## config.mk

```make
export PLATFORM = sky130hd
export DESIGN_NAME = uart_rx_mini_flat
export DESIGN_NICKNAME = d
export VERILOG_FILES = /design/src/rtl/uart_pkg.sv /design/src/rtl/uart_rx_mini_if.sv /design/src/rtl/uart_rx_fifo.sv /design/src/rtl/uart_rx_mini.sv /design/src/flat_wrapper.sv
export SDC_FILE = /design/constraint.sdc
export NUM_CORES = 1
export LEC_CHECK = 0
export CAP_MARGIN = 0
export CELL_PAD_IN_SITES_DETAIL_PLACEMENT = 2
export CELL_PAD_IN_SITES_GLOBAL_PLACEMENT = 2
export CORE_MARGIN = 2
export CORE_UTILIZATION = 33
export CTS_CLUSTER_DIAMETER = 30
export DETAILED_ROUTE_END_ITERATION = 8
export PLACE_DENSITY = 0.85
export SKIP_CTS_REPAIR_TIMING = 1
export SYNTH_ARGS = -nofsm -noshare
export SYNTH_HDL_FRONTEND = slang
export SYNTH_SLANG_ARGS = --single-unit
```

## constraint.sdc

```tcl
create_clock -name clk -period 3.5 [get_ports clk]
set_input_delay 0.525 -clock clk [delete_from_list [all_inputs] [get_ports clk]]
set_output_delay 0.525 -clock clk [all_outputs]
set_load 0.02 [all_outputs]
```

## src/rtl/uart_pkg.sv

```systemverilog
// uart_pkg: register offsets, STATUS bit positions and receiver FSM encoding
package uart_pkg;
    localparam logic [1:0] UART_DATA   = 2'd0;
    localparam logic [1:0] UART_STATUS = 2'd1;
    localparam int STAT_NE   = 0;
    localparam int STAT_FULL = 1;
    localparam int STAT_OVR  = 2;
    localparam int STAT_FERR = 3;
    typedef enum logic [2:0] {IDLE, START, DATA, STOP, WAIT_HIGH} rx_state_e;
endpackage

```

## src/rtl/uart_rx_mini_if.sv

```systemverilog
// uart_rx_mini_if: APB slave bundle of the UART receiver
interface uart_rx_mini_if;
    logic        psel;
    logic        penable;
    logic        pwrite;
    logic [15:0] paddr;
    logic [31:0] pwdata;
    logic [31:0] prdata;
    logic        pready;
    logic        pslverr;
    modport master (output psel, penable, pwrite, paddr, pwdata, input prdata, pready, pslverr);
    modport slave  (input psel, penable, pwrite, paddr, pwdata, output prdata, pready, pslverr);
endinterface

```

## src/rtl/uart_rx_fifo.sv

```systemverilog
// uart_rx_fifo: synchronous FIFO; a push into a full FIFO only lands when a pop frees the slot
module uart_rx_fifo #(
    parameter int DEPTH = 4,
    parameter int WIDTH = 8
) (
    input  logic                     clk,
    input  logic                     rst,
    input  logic                     push_i,
    input  logic                     pop_i,
    input  logic [WIDTH-1:0]         wdata_i,
    output logic [WIDTH-1:0]         rdata_o,
    output logic                     full_o,
    output logic                     empty_o,
    output logic [$clog2(DEPTH):0]   count_o
);
    localparam int AW = $clog2(DEPTH);
    logic [WIDTH-1:0] mem_q [DEPTH];
    logic [AW-1:0]    wptr_q, rptr_q;
    logic [AW:0]      count_q;
    logic             do_push, do_pop;
    assign do_push = push_i & (!full_o | pop_i);
    assign do_pop  = pop_i & !empty_o;
    assign full_o  = count_q == (AW+1)'(DEPTH);
    assign empty_o = count_q == '0;
    assign count_o = count_q;
    assign rdata_o = mem_q[rptr_q];
    always_ff @(posedge clk) begin
        if (do_push) mem_q[wptr_q] <= wdata_i;
    end
    always_ff @(posedge clk) begin
        if (rst) begin
            wptr_q  <= '0;
            rptr_q  <= '0;
            count_q <= '0;
        end else begin
            wptr_q  <= do_push ? wptr_q + 1'b1 : wptr_q;
            rptr_q  <= do_pop ? rptr_q + 1'b1 : rptr_q;
            count_q <= count_q + (AW+1)'(do_push) - (AW+1)'(do_pop);
        end
    end
endmodule

```

## src/rtl/uart_rx_mini.sv

```systemverilog
// uart_rx_mini: 8N1 serial receiver with RX FIFO, APB status/data access and irq/dreq/rts.
// UART_RX_MAJORITY_EN: 2-of-3 vote around mid-bit, decisions land one cycle later.
module uart_rx_mini
    import uart_pkg::*;
#(
    parameter int CLKS_PER_BIT = 434,
    parameter int FIFO_DEPTH   = 4
) (
    input  logic            clk,
    input  logic            rst,
    uart_rx_mini_if.slave   apbs,
    input  logic            rx,
    output logic            rts,
    output logic            irq,
    output logic            dreq
);
    localparam int CW   = $clog2(CLKS_PER_BIT);
    localparam int CNTW = $clog2(FIFO_DEPTH) + 1;
    localparam logic [CW-1:0] LAST = CW'(CLKS_PER_BIT - 1);
    rx_state_e        state_q;
    logic [CW-1:0]    cnt_q;
    logic [2:0]       idx_q;
    logic [7:0]       sh_q, head;
    logic             rx_s1_q, rxs_q, bit_val, bit_pt, start_pt, stop_pt;
    logic             push, pop, full, empty, rd, wr_stat, ovr_q, ferr_q;
    logic [CNTW-1:0]  count;
    logic [31:0]      status;
    logic [1:0]       addr;
    logic             unused;
`ifdef UART_RX_MAJORITY_EN
    localparam logic [CW-1:0] START_AT = CW'(CLKS_PER_BIT / 2);
    logic rxs_p1_q, rxs_p2_q;
    always_ff @(posedge clk) begin
        if (rst) {rxs_p2_q, rxs_p1_q} <= 2'b11;
        else {rxs_p2_q, rxs_p1_q} <= {rxs_p1_q, rxs_q};
    end
    assign bit_val = (rxs_q & rxs_p1_q) | (rxs_q & rxs_p2_q) | (rxs_p1_q & rxs_p2_q);
`else
    localparam logic [CW-1:0] START_AT = CW'(CLKS_PER_BIT / 2 - 1);
    assign bit_val = rxs_q;
`endif
    always_ff @(posedge clk) begin
        if (rst) {rx_s1_q, rxs_q} <= 2'b11;
        else {rx_s1_q, rxs_q} <= {rx, rx_s1_q};
    end
    assign bit_pt   = cnt_q == LAST;
    assign start_pt = state_q == START && cnt_q == START_AT;
    assign stop_pt  = state_q == STOP && bit_pt;
    assign push     = stop_pt & bit_val;
    // The counter free-runs within a state and restarts at zero on every transition
    always_ff @(posedge clk) begin
        if (rst) begin
            state_q <= IDLE;
            cnt_q   <= '0;
            idx_q   <= '0;
            sh_q    <= '0;
        end else begin
            cnt_q <= bit_pt ? '0 : cnt_q + 1'b1;
            case (state_q)
                IDLE: if (!rxs_q) begin
                    state_q <= START;
                    cnt_q   <= '0;
                end
                START: if (start_pt) begin
                    state_q <= bit_val ? IDLE : DATA;
                    cnt_q   <= '0;
                    idx_q   <= '0;
                end
                DATA: if (bit_pt) begin
                    sh_q  <= {bit_val, sh_q[7:1]};
                    idx_q <= idx_q + 1'b1;
                    if (idx_q == 3'd7) state_q <= STOP;
                end
                STOP: if (bit_pt) state_q <= bit_val ? IDLE : WAIT_HIGH;
                WAIT_HIGH: if (rxs_q) begin
                    state_q <= IDLE;
                    cnt_q   <= '0;
                end
                default: state_q <= IDLE;
            endcase
        end
    end
    uart_rx_fifo #(.DEPTH(FIFO_DEPTH), .WIDTH(8)) u_fifo (
        .clk(clk), .rst(rst), .push_i(push), .pop_i(pop), .wdata_i(sh_q),
        .rdata_o(head), .full_o(full), .empty_o(empty), .count_o(count)
    );
    assign addr    = apbs.paddr[3:2];
    assign rd      = apbs.psel & apbs.penable & !apbs.pwrite;
    assign wr_stat = apbs.psel & apbs.penable & apbs.pwrite & (addr == UART_STATUS);
    assign pop     = rd & (addr == UART_DATA) & !empty;
    always_comb begin
        status            = '0;
        status[STAT_NE]   = !empty;
        status[STAT_FULL] = full;
        status[STAT_OVR]  = ovr_q;
        status[STAT_FERR] = ferr_q;
    end
    assign apbs.prdata  = addr == UART_DATA ? {23'b0, !empty, empty ? 8'h00 : head} :
                          addr == UART_STATUS ? status : 32'h0;
    assign apbs.pready  = 1'b1;
    assign apbs.pslverr = 1'b0;
    assign unused = ^{apbs.paddr[15:4], apbs.paddr[1:0], apbs.pwdata[31:4], apbs.pwdata[1:0]};
    // A flag set in the same cycle as its clear wins
    always_ff @(posedge clk) begin
        if (rst) begin
            ovr_q  <= 1'b0;
            ferr_q <= 1'b0;
            irq    <= 1'b0;
            dreq   <= 1'b0;
            rts    <= 1'b1;
        end else begin
            ovr_q  <= (push & full & !pop) | (ovr_q & !(wr_stat & apbs.pwdata[STAT_OVR]));
            ferr_q <= (stop_pt & !bit_val) | (ferr_q & !(wr_stat & apbs.pwdata[STAT_FERR]));
            irq    <= !empty | ovr_q | ferr_q;
            dreq   <= !empty;
            rts    <= count > CNTW'(FIFO_DEPTH - 2);
        end
    end
endmodule
```

## src/flat_wrapper.sv

```systemverilog
// flat-port wrapper written by rule: the top's interface ports become plain ports
module uart_rx_mini_flat import uart_pkg::*;
#(
    parameter int CLKS_PER_BIT = 434,
    parameter int FIFO_DEPTH   = 4
)
  (clk, rst, rx, rts, irq, dreq, apbs_psel, apbs_penable, apbs_pwrite, apbs_paddr, apbs_pwdata, apbs_prdata, apbs_pready, apbs_pslverr);
  uart_rx_mini_if apbs_i ();
  input  logic clk;
  input  logic rst;
  input  logic rx;
  output logic rts;
  output logic irq;
  output logic dreq;
  input wire logic [$bits(apbs_i.psel)-1:0] apbs_psel;
  input wire logic [$bits(apbs_i.penable)-1:0] apbs_penable;
  input wire logic [$bits(apbs_i.pwrite)-1:0] apbs_pwrite;
  input wire logic [$bits(apbs_i.paddr)-1:0] apbs_paddr;
  input wire logic [$bits(apbs_i.pwdata)-1:0] apbs_pwdata;
  output wire logic [$bits(apbs_i.prdata)-1:0] apbs_prdata;
  output wire logic [$bits(apbs_i.pready)-1:0] apbs_pready;
  output wire logic [$bits(apbs_i.pslverr)-1:0] apbs_pslverr;
  assign apbs_i.psel = apbs_psel;
  assign apbs_i.penable = apbs_penable;
  assign apbs_i.pwrite = apbs_pwrite;
  assign apbs_i.paddr = apbs_paddr;
  assign apbs_i.pwdata = apbs_pwdata;
  assign apbs_prdata = apbs_i.prdata;
  assign apbs_pready = apbs_i.pready;
  assign apbs_pslverr = apbs_i.pslverr;
  uart_rx_mini #(.CLKS_PER_BIT(CLKS_PER_BIT), .FIFO_DEPTH(FIFO_DEPTH)) u_core (.clk(clk), .rst(rst), .apbs(apbs_i), .rx(rx), .rts(rts), .irq(irq), .dreq(dreq));
endmodule
```

==> metrics.md, run 1 <==
| Metric | Value |
|---|---|
| Starting Density | 34.21% |
| Comb pwr share | around 5% |
| Final Power | 0.001624 W |
| Via count | 2156 |
| Register area share after synthesis | 51.84% |
| Rel. slew slack | between 50% and 60% |
| Critical Path Fanout Max | 7 |
| Slew Viols, Final | 0 |
| Critical path arrival | 2430 ps |
| Gate count of the mapped netlist | 287 |
| Max VDD drop | 0.1383 mV |
| Initial antenna violation count | 0 |
| Unrepaired setup endpoints after global routing | no |
| Commonest non-fill, non-tap cell in the layout | dfxtp_1 |
| Setup TNS | 0 ps |
| Clock sink total | 71 |
| Critical path type | in2out |
| Sw frac | 24.51% |
| CTS Buffer Depth | 2 |
| Die Y | 104.9 um |
| Final hold vios | 0 |
| R2R Path Start | u_core.cnt_q[0] |
| Port-buffer cells | 21 |
| Yosys reg bits | between 70 and 80 |
| Core Rows | 36 |
| NetSw | about 0.00040 W |
| Final WS setup | 543.3 ps |
| Worst reg2reg path depth | 12 |
| GR Overflow Total | 0 |
| Tightest Pin Transition | approximately 720 ps |
| Vias/cell | 4.823 |
| Hold Path Cell Cnt | 1 |
| Int Pwr | 0.001226 W |
| Post-route ant nets | 0 |
| Avg WL per Cell | ~17 um |
| Core region area | approximately 9800 um^2 |
| Tot GR Track Use | 14.81% |
| Leakage Power | 1.348 nW |
| Synth area leaders | edfxtp_1 29%, dfxtp_1 23%, buf_4 5.6% |
| Synthesized area | 3359 um^2 |
| Clk_lat worst skew | 350 ps |
| Inserted Diodes | 0 |
| Power Dens Cells | 428.5 nW/um^2 |
| Filler cells | 1053 |
| Final setup fails | 0 |
| 1st-pass router iterations | 4 |
| Layout Utilization | 38.60% |
| Synth area leader | edfxtp_1 |
| Post-synth cell types | 49 |
| First-pass GRT wire length | 12550 um |
| Min-delay src | u_core.rx_s1_q |
| Fin crit period | 2957 ps |
| Routability cong. | 0.7271 |
| Mean Syn Cell Area | 11.71 um^2 |
| Crit end category | output pin |
| Post-synth top area share | ~29% |
| MaxCap Viol Count | 0 |
| Most used DFF post-synth | dfxtp_1 |
| Area Growth Syn to Fin | 12.81% |
| Yosys warning count | 0 |
| Share of the cycle needed by the critical path after routing | 84.48% |
| Die Wd | 104.9 um |
| CTS buffer count | 9 |
| Reg-to-reg endpoint | u_core.u_fifo.count_o[2] |
| Routed WL | 7739 um |
| Final net count | 376 |
| CTS clk-pin slew, worst paths | 80 ps |
| Total die area | approximately 11000 um^2 |
| Post-synth EDFFs | 32 |
| R2R Setup Slk | 860 ps |
| Share of cells above drive strength 1 | 11.46% |
| Status | complete, no violations |
| Share of power burned in registers | 53.8% |
| Worst path required time | between 2000 and 3000 ps |
| Asr flop ratio synth | 0% |
| Layout Skew | 13.65 ps |
| Clock power share | 41.2% |
| H-tree Lvls | 3 |
| Clk root buf | clkbuf_8 |
| CTS tree | done |
| DRC | 0 |
| Most frequent cells in the layout | 39 x dfxtp_1, 32 x edfxtp_1, 25 x conb_1 |
| IO Count | 91 |
| Crit path launch type | input port |
| Hold EP | u_core.bit_val |
| HPWL after detailed placement | ~5500 um |
| Hold Path Class | reg2reg |
| Largest net degree at the start of global routing | 19 |
| Initial drt markers | 74 |
| Max frequency | 338.2 MHz |
| Vias in the first global route | 2387 |
| Pre-CTS setup slack | 309.3 ps |
==> synth_stat cells (2+ instances only) <==
cell      number
and3_1         6
nand2b_1       3
clkbuf_1       7
mux2i_1       11
nand4_1        5
and4_1         2
nor2b_1        7
a21oi_1        9
dfxtp_1       39
nor3b_1        3
nand3b_1       5
conb_1         2
mux4_2         8
ha_1          12
or2_2          4
nor2_1        22
buf_6          3
nor3_1        13
nand3_1        6
edfxtp_1      32
o31ai_1        2
and2_1         5
nand2_1        4
mux2_2         2
o21ai_0        5
xor2_1         5
xnor2_1        7
inv_1         12
buf_4         25
a22o_1         2
==> worst max-delay path: stages <==
cell and delay [ps]:
clkdlybuf4s50_1 500, or2_2 390, nor2_1 120, buf_4 160
a22o_1 130, clkdlybuf4s50_1 610
==> per-layer routing <==
layer,global-route usage (%),routed length [um]
met2,27.04,4052
met4,4.000,76
met5,0,0
met1,17.08,3322
met3,3.805,288
==> worst max-delay path by stage <==
stage	from	endpoint	cells past startpoint
after global routing	register	apbs_prdata[1]	4
after detailed placement	apbs_paddr[2]	u_core.u_fifo.count_o[2]	12
after floorplan	apbs_paddr[2]	u_core.u_fifo.count_o[2]	11
after global placement	apbs_paddr[2]	u_core.u_fifo.count_o[2]	12
final	apbs_paddr[2]	apbs_prdata[2]	6
after CTS	register	apbs_prdata[3]	3
==> stage by stage <==
| stage | hold slack [ps] | std cells | cell area [um^2] |
|---|---|---|---|
| after detailed placement | 404.4 | 431 | 3592 |
| after CTS | 423.1 | 447 | 3790 |
| after global placement | 393.5 | 431 | 3592 |
| after global routing | 438.4 | 447 | 3790 |
| after floorplan | 389.5 | 310 | 3446 |
| final | 417.6 | 447 | 3790 |
==> cells by family (layout without fill, tap and decap cells) <==
family	Yosys count	after routing	synth area share, %
compound gates	25	25	4.805
xor+xnor	12	12	3.128
simple gates	95	95	16.76
buf+inv	48	52	8.864
flops	71	71	51.84
fa+ha+maj	13	13	5.065
mux	21	21	9.311
other cells	2	25	0.2235
==> cell type report <==
class | instances | area [um^2] | area share (%)
Sequential cell | 71 | 1742 | 45.96
Multi-Input combinational cell | 191 | 1406 | 37.11
Inverter | 12 | 45.04 | 1.189
Tap cell | 133 | 166.4 | 4.391
Timing Repair Buffer | 24 | 232.7 | 6.141
Clock inverter | 6 | 70.07 | 1.849
Clock buffer | 10 | 127.6 | 3.367
==> registers in the layout, indices dropped and copies added (netlist names), named ones only <==
register and count:
u_core.bit_val 1, u_core.cnt_q 9, u_core.dreq 1, u_core.ferr_q 1, u_core.idx_q 3, u_core.irq 1, u_core.ovr_q 1, u_core.rts 1
u_core.rx_s1_q 1, u_core.sh_q 8, u_core.state_q 3, u_core.u_fifo.count_o 3, u_core.u_fifo.mem_q 32, u_core.u_fifo.rptr_q 2, u_core.u_fifo.wptr_q 2
==> power groups by stage <==
| stage | clock network (W) | registers (W) | logic [W] |
|---|---|---|---|
| after floorplan | 0 | 0.000889 | 0.0000822 |
| after global placement | 0 | 0.000893 | 0.0000767 |
| after detailed placement | 0 | 0.000893 | 0.0000799 |
| after CTS | 0.000687 | 0.000874 | 0.0000813 |
| after global routing | 0.000725 | 0.000876 | 0.0000895 |
| final | 0.000668 | 0.000874 | 0.0000814 |
Note: power is estimated with default switching activity, not from simulation.
==> run 2, diff against run 1 <==
--- a/config.mk
+++ b/config.mk
@@ -9,10 +9,10 @@
 export CELL_PAD_IN_SITES_DETAIL_PLACEMENT = 2
 export CELL_PAD_IN_SITES_GLOBAL_PLACEMENT = 2
 export CORE_MARGIN = 2
-export CORE_UTILIZATION = 33
+export CORE_UTILIZATION = 28
 export CTS_CLUSTER_DIAMETER = 30
 export DETAILED_ROUTE_END_ITERATION = 8
-export PLACE_DENSITY = 0.85
+export PLACE_DENSITY = 0.76
 export SKIP_CTS_REPAIR_TIMING = 1
 export SYNTH_ARGS = -nofsm -noshare
 export SYNTH_HDL_FRONTEND = slang
==> constraint.sdc (replaced) <==
create_clock -name clk -period 2.6 [get_ports clk]
set_input_delay 0.39 -clock clk [delete_from_list [all_inputs] [get_ports clk]]
set_output_delay 0.39 -clock clk [all_outputs]
set_load 0.02 [all_outputs]
==> metrics.md, run 2 (synthesis results as in run 1) <==
| Metric | Value |
|---|---|
| Initial antenna violation count | 0 |
| Routed WL | approximately 7300 um |
| Hold Path Cell Cnt | 1 |
| Critical Path Fanout Max | 8 |
| Uppermost layer routed | met4 |
| Reg-to-reg endpoint | u_core.u_fifo.count_o[1] |
| Rel. slew slack | 51.35% |
| Clk root buf | clkbuf_16 |
| Critical path type | reg2out |
| Routability cong. | 0.7659 |
| Port-buffer cells | 21 |
| Final Power | 0.002411 W |
| Met2 WL | 3761 um |
| 1st-pass router iterations | 4 |
| Final net count | slightly below 400 |
| Status | complete, no violations |
| Vias in the first global route | 2384 |
| Post-route ant nets | 0 |
| R2R Path Start | u_core.cnt_q[1] |
| Hold EP | u_core.bit_val |
| CTS buffer count | 9 |
| Power Dens Cells | 587.3 nW/um^2 |
| Area Growth Syn to Fin | 22.20% |
| First-pass GRT wire length | 12140 um |
| Unrepaired setup endpoints after global routing | no |
| H-tree Lvls | 3 |
| Tightest Pin Transition | 729.8 ps |
| Initial drt markers | 74 |
| Routed wl met3 | 248 um |
| Starting Density | 28.32% |
| Fin crit period | 2442 ps |
| DRC | 0 |
| CTS Buffer Depth | 2 |
| Core Rows | 40 |
| Max frequency | 409.5 MHz |
| Registers with the most flip-flops | u_core.u_fifo.mem_q: 32 flops, u_core.cnt_q: 9 flops, u_core.sh_q: 8 flops |
| GR Overflow Total | 0 |
| IO Count | 91 |
| Final setup fails | 0 |
| Final WS setup | 158.0 ps |
| Worst path required time | around 2200 ps |
| Layout Utilization | around 35% |
| Min-delay src | u_core.rx_s1_q |
| Filler cells | about 1300 |
| Tot GR Track Use | between 10% and 20% |
| Die Wd | 113.5 um |
| Hold Path Class | reg2reg |
| HPWL after detailed placement | 5400 um |
| Slew Viols, Final | 0 |
| Met1 wire length | 3206 um |
| Largest net degree at the start of global routing | 27 |
| Clk_lat worst skew | 330 ps |
| Leakage Power | 1.629 nW |
| MaxCap Viol Count | 0 |
| Pre-CTS setup slack | -213.6 ps |
| R2R Setup Slk | 200 ps |
| Share of the cycle needed by the critical path after routing | 93.92% |
| Critical path arrival | 2050 ps |
| Max VDD drop | 0.2716 mV |
| Worst reg2reg path depth | 12 |
| Inserted Diodes | 0 |
| Core region area | 11860 um^2 |
| Avg WL per Cell | about 15 um |
| Share of cells above drive strength 1 | 17.42% |
| Crit end category | output pin |
| Crit path launch type | register |
| Largest register FFs | 32 |
| Most frequent cells in the layout | 38 x dfxtp_1, 32 x edfxtp_1, 25 x conb_1 |
| Multi-input logic area | 1411 um^2 |
| Commonest non-fill, non-tap cell in the layout | dfxtp_1 |
| Vias/cell | 4.610 |
| Final hold vios | 0 |
| Most flops, register | u_core.u_fifo.mem_q |
| Register area | around 1700 um^2 |
| Die Y | 113.5 um |
| CTS tree | done |
| Via count | ~2200 |
| Total die area | ~13000 um^2 |
| CTS clk-pin slew, worst paths | 60 ps |
| Clock sink total | 71 |
| Layout Skew | 7.713 ps |
[run 2: routing by layer]
layer,vias up,global-route usage (%)
li1,1061,-
met1,1107,14.35
met2,37,21.64
met3,8,3.241
met4,0,4.390
met5,-,0
[run 2: worst max path at each step]
stage / end / depth (start not counted) / slack (ps) / startpoint
detailed placement: u_core.u_fifo.count_o[2] / 12 / -210 / apbs_paddr[2]
finish: apbs_prdata[0] / 5 / 160 / register
global placement: u_core.u_fifo.count_o[2] / 12 / -170 / apbs_paddr[2]
floorplan: u_core.u_fifo.count_o[2] / 11 / 350 / apbs_paddr[2]
global route: u_core.u_fifo.count_o[2] / 13 / 10 / u_core.cnt_q[1]
CTS: apbs_prdata[3] / 7 / -130 / apbs_paddr[2]
[run 2: layout make-up]
class | instances | area share (%)
inverters | 12 | 1.097
well taps | 147 | 4.480
clock inverters | 7 | 1.189
clock buffers | 9 | 5.486
multi-input cells | 191 | 34.38
repair buffers | 43 | 10.85
flip-flops and latches | 71 | 42.52
[run 2: where the power goes]
| group | internal, W | switching (W) | leakage [nW] | total (W) |
|---|---|---|---|---|
| Sequential | 0.00117 | 0.00000695 | 0.613 | 0.00117 |
| Combinational | 0.0000453 | 0.0000802 | 0.890 | 0.000125 |
| Clock | 0.000644 | 0.000469 | 0.127 | 0.00111 |
| Total | 0.00186 | 0.000556 | 1.63 | 0.00241 |
[run 2: through the flow]
stage | hold slack [ps] | setup TNS, ps | instance area, um^2 | cells
2_1_floorplan | 389.5 | 0 | 3446 | 310
3_3_place_gp | 395.5 | -644.3 | 3787 | 462
3_5_place_dp | 401.2 | -1049 | 3787 | 462
4_1_cts | 414.4 | -738.4 | 4061 | 478
5_1_grt | 431.1 | 0 | 4105 | 480
6_report | 410.0 | 0 | 4105 | 480
[run 2: worst max-delay path: stages (launching register included)]
cell             delay, ps
dfxtp_1                310
buf_4                  210
mux4_2                 520
nor2_1                 100
nor3_1                  50
clkdlybuf4s50_1        530
==> run 3, diff against run 2 <==
--- a/config.mk
+++ b/config.mk
@@ -13,7 +13,6 @@
 export CTS_CLUSTER_DIAMETER = 30
 export DETAILED_ROUTE_END_ITERATION = 8
 export PLACE_DENSITY = 0.76
-export SKIP_CTS_REPAIR_TIMING = 1
 export SYNTH_ARGS = -nofsm -noshare
 export SYNTH_HDL_FRONTEND = slang
 export SYNTH_SLANG_ARGS = --single-unit
==> metrics.md, run 3 (synthesis results as in run 1) <==
| Metric | Value |
|---|---|
| Status | complete, no violations |
| Hold EP | u_core.bit_val |
| Critical Path Fanout Max | 8 |
| Slew Viols, Final | 0 |
| Fin crit period | approximately 2400 ps |
| Largest register FFs | 32 |
| Slowest CP cell | clkdlybuf4s50_1 |
| Hold Path Class | reg2reg |
| Routability cong. | 0.7659 |
| Via count | roughly 2200 |
| Core Rows | 40 |
| Avg WL per Cell | ~15 um |
| DRC | 0 |
| Share of cells above drive strength 1 | 17.12% |
| Tot GR Track Use | roughly an eighth |
| Inserted Diodes | 0 |
| Final setup fails | 0 |
| Unrepaired setup endpoints after global routing | yes |
| R2R Path Start | u_core.cnt_q[1] |
| WP buf/inv | 2 |
| CTS buffer count | 9 |
| Worst reg2reg path depth | 13 |
| Starting Density | 28.32% |
| Reg-to-reg endpoint | u_core.u_fifo.count_o[2] |
| Tightest Pin Transition | 729.3 ps |
| Initial antenna violation count | 0 |
| Layout Skew | 8.119 ps |
| GR Overflow Total | 0 |
| Most flops, register | u_core.u_fifo.mem_q |
| Clk root buf | clkbuf_16 |
| Worst path required time | 2210 ps |
| Vias in the first global route | 2377 |
| Power Dens Cells | 592.0 nW/um^2 |
| Commonest non-fill, non-tap cell in the layout | dfxtp_1 |
| Crit end category | output pin |
| Final net count | roughly 400 |
| Critical Path, Cell by Cell | buf_4, mux4_2, nor2_1, nor3_1, clkdlybuf4s50_1 |
| CTS Buffer Depth | 2 |
| Clk_lat worst skew | 330 ps |
| Die Y | about 110 um |
| First-pass GRT wire length | 12120 um |
| Leakage Power | 1.532 nW |
| Vias/cell | ~4.6 |
| CTS tree | done |
| Final hold vios | 0 |
| Clock sink total | 71 |
| Crit path launch type | register |
| Post-route ant nets | 0 |
| IO Count | 91 |
| Most frequent cells in the layout | 38 x dfxtp_1, 32 x edfxtp_1, 25 x conb_1 |
| Max frequency | 409.4 MHz |
| Total die area | 12890 um^2 |
| Largest net degree at the start of global routing | 27 |
| CP peak stage delay | 530 ps |
| Port-buffer cells | 21 |
| Registers with the most flip-flops | u_core.u_fifo.mem_q: 32 flops, u_core.cnt_q: 9 flops, u_core.sh_q: 8 flops |
| R2R Setup Slk | 220 ps |
| 1st-pass router iterations | 4 |
| CP top delay family | buffers and inverters |
| Die Wd | 113.5 um |
| H-tree Lvls | 3 |
| Hold Path Cell Cnt | 1 |
| Min-delay src | u_core.rx_s1_q |
| Critical path type | reg2out |
| Critical path arrival | 2050 ps |
| Initial drt markers | 65 |
| Area Growth Syn to Fin | 21.27% |
| HPWL after detailed placement | between 5000 and 6000 um |
| Rel. slew slack | 51.38% |
| Hold WS | 410.0 ps |
| Setup TNS | 0 ps |
| Cts hold-fix bufs | 0 |
| Core region area | approximately 12000 um^2 |
| Share of the cycle needed by the critical path after routing | a little over nine tenths |
| Routed WL | 7300 um |
| Max VDD drop | 0.2716 mV |
| CTS clk-pin slew, worst paths | around 60 ps |
| MaxCap Viol Count | 0 |
==> run 3: cell count changes in the layout (fill, tap and decap cells not counted), sizes merged <==
cell | before | now
dlygate4sd2 | 0 | 7
dlymetal6s2s | 8 | 1
==> run 3: routing by layer <==
layer | track usage (%) | wire (um) | vias to the layer above
li1 | - | - | 1061
met1 | 14.32 | 3184 | 1106
met2 | 21.60 | 3753 | 41
met3 | 3.241 | 258 | 8
met4 | 4.390 | 104 | 0
met5 | 0 | 0 | -
==> run 3: layout make-up <==
class	count	area, um^2
clock buffer	9	225.2
tap	147	183.9
fill	1267	7787
timing repair buffer	43	419.2
sequential	71	1743
inverter	12	45.04
multi-input combinational	191	1409
clock inverter	7	48.80
==> run 3: power by group <==
group / switching, W / internal (W) / total, W
clock: 0.000470 / 0.000644 / 0.00111
sequential: 0.00000682 / 0.00117 / 0.00117
combinational: 0.0000801 / 0.0000453 / 0.000125
total: 0.000557 / 0.00186 / 0.00241
==> run 3: timing repair <==
item	4_1_cts	5_1_grt
pin swaps	0	3
setup endpoints to repair	7	3
buffers inserted	0	2
gates resized for setup	7	4
==> run 3: how the worst max path moves through the flow <==
stage                                from                        to  slack [ps]  cells past startpoint
after floorplan             apbs_paddr[2]  u_core.u_fifo.count_o[2]         350                     11
after global placement      apbs_paddr[2]  u_core.u_fifo.count_o[2]        -170                     12
after detailed placement    apbs_paddr[2]  u_core.u_fifo.count_o[2]        -210                     12
after CTS                   apbs_paddr[2]            apbs_prdata[8]           3                      6
after global routing      u_core.cnt_q[1]  u_core.u_fifo.count_o[2]         -40                     13
final                            register            apbs_prdata[0]         160                      5
==> run 3: through the flow <==
| stage | utilization, % | worst slack [ps] | cells | total power [W] | instance area [um^2] |
|---|---|---|---|---|---|
| after floorplan | - | 345.7 | 310 | 0.001307 | 3446 |
| final | 34.35 | 157.5 | 480 | 0.002412 | 4074 |
| after CTS | 34.17 | 3.358 | 478 | 0.002453 | 4053 |
| after global routing | 34.35 | -37.68 | 480 | 0.002513 | 4074 |
| after global placement | 31.93 | -167.8 | 462 | 0.001316 | 3787 |
| after detailed placement | 31.93 | -213.6 | 462 | 0.001320 | 3787 |
==> run 3: worst reg2reg max path: stages (launching register included) <==
cell     delay, ps
dfxtp_2        350
inv_2           60
ha_2           160
and4b_1        230
nand4_1        170
nor2_1         160
inv_1           50
ha_1           260
inv_1           60
ha_1           140
inv_1           50
fa_1           370
xnor2_1        140
nor2_1          50
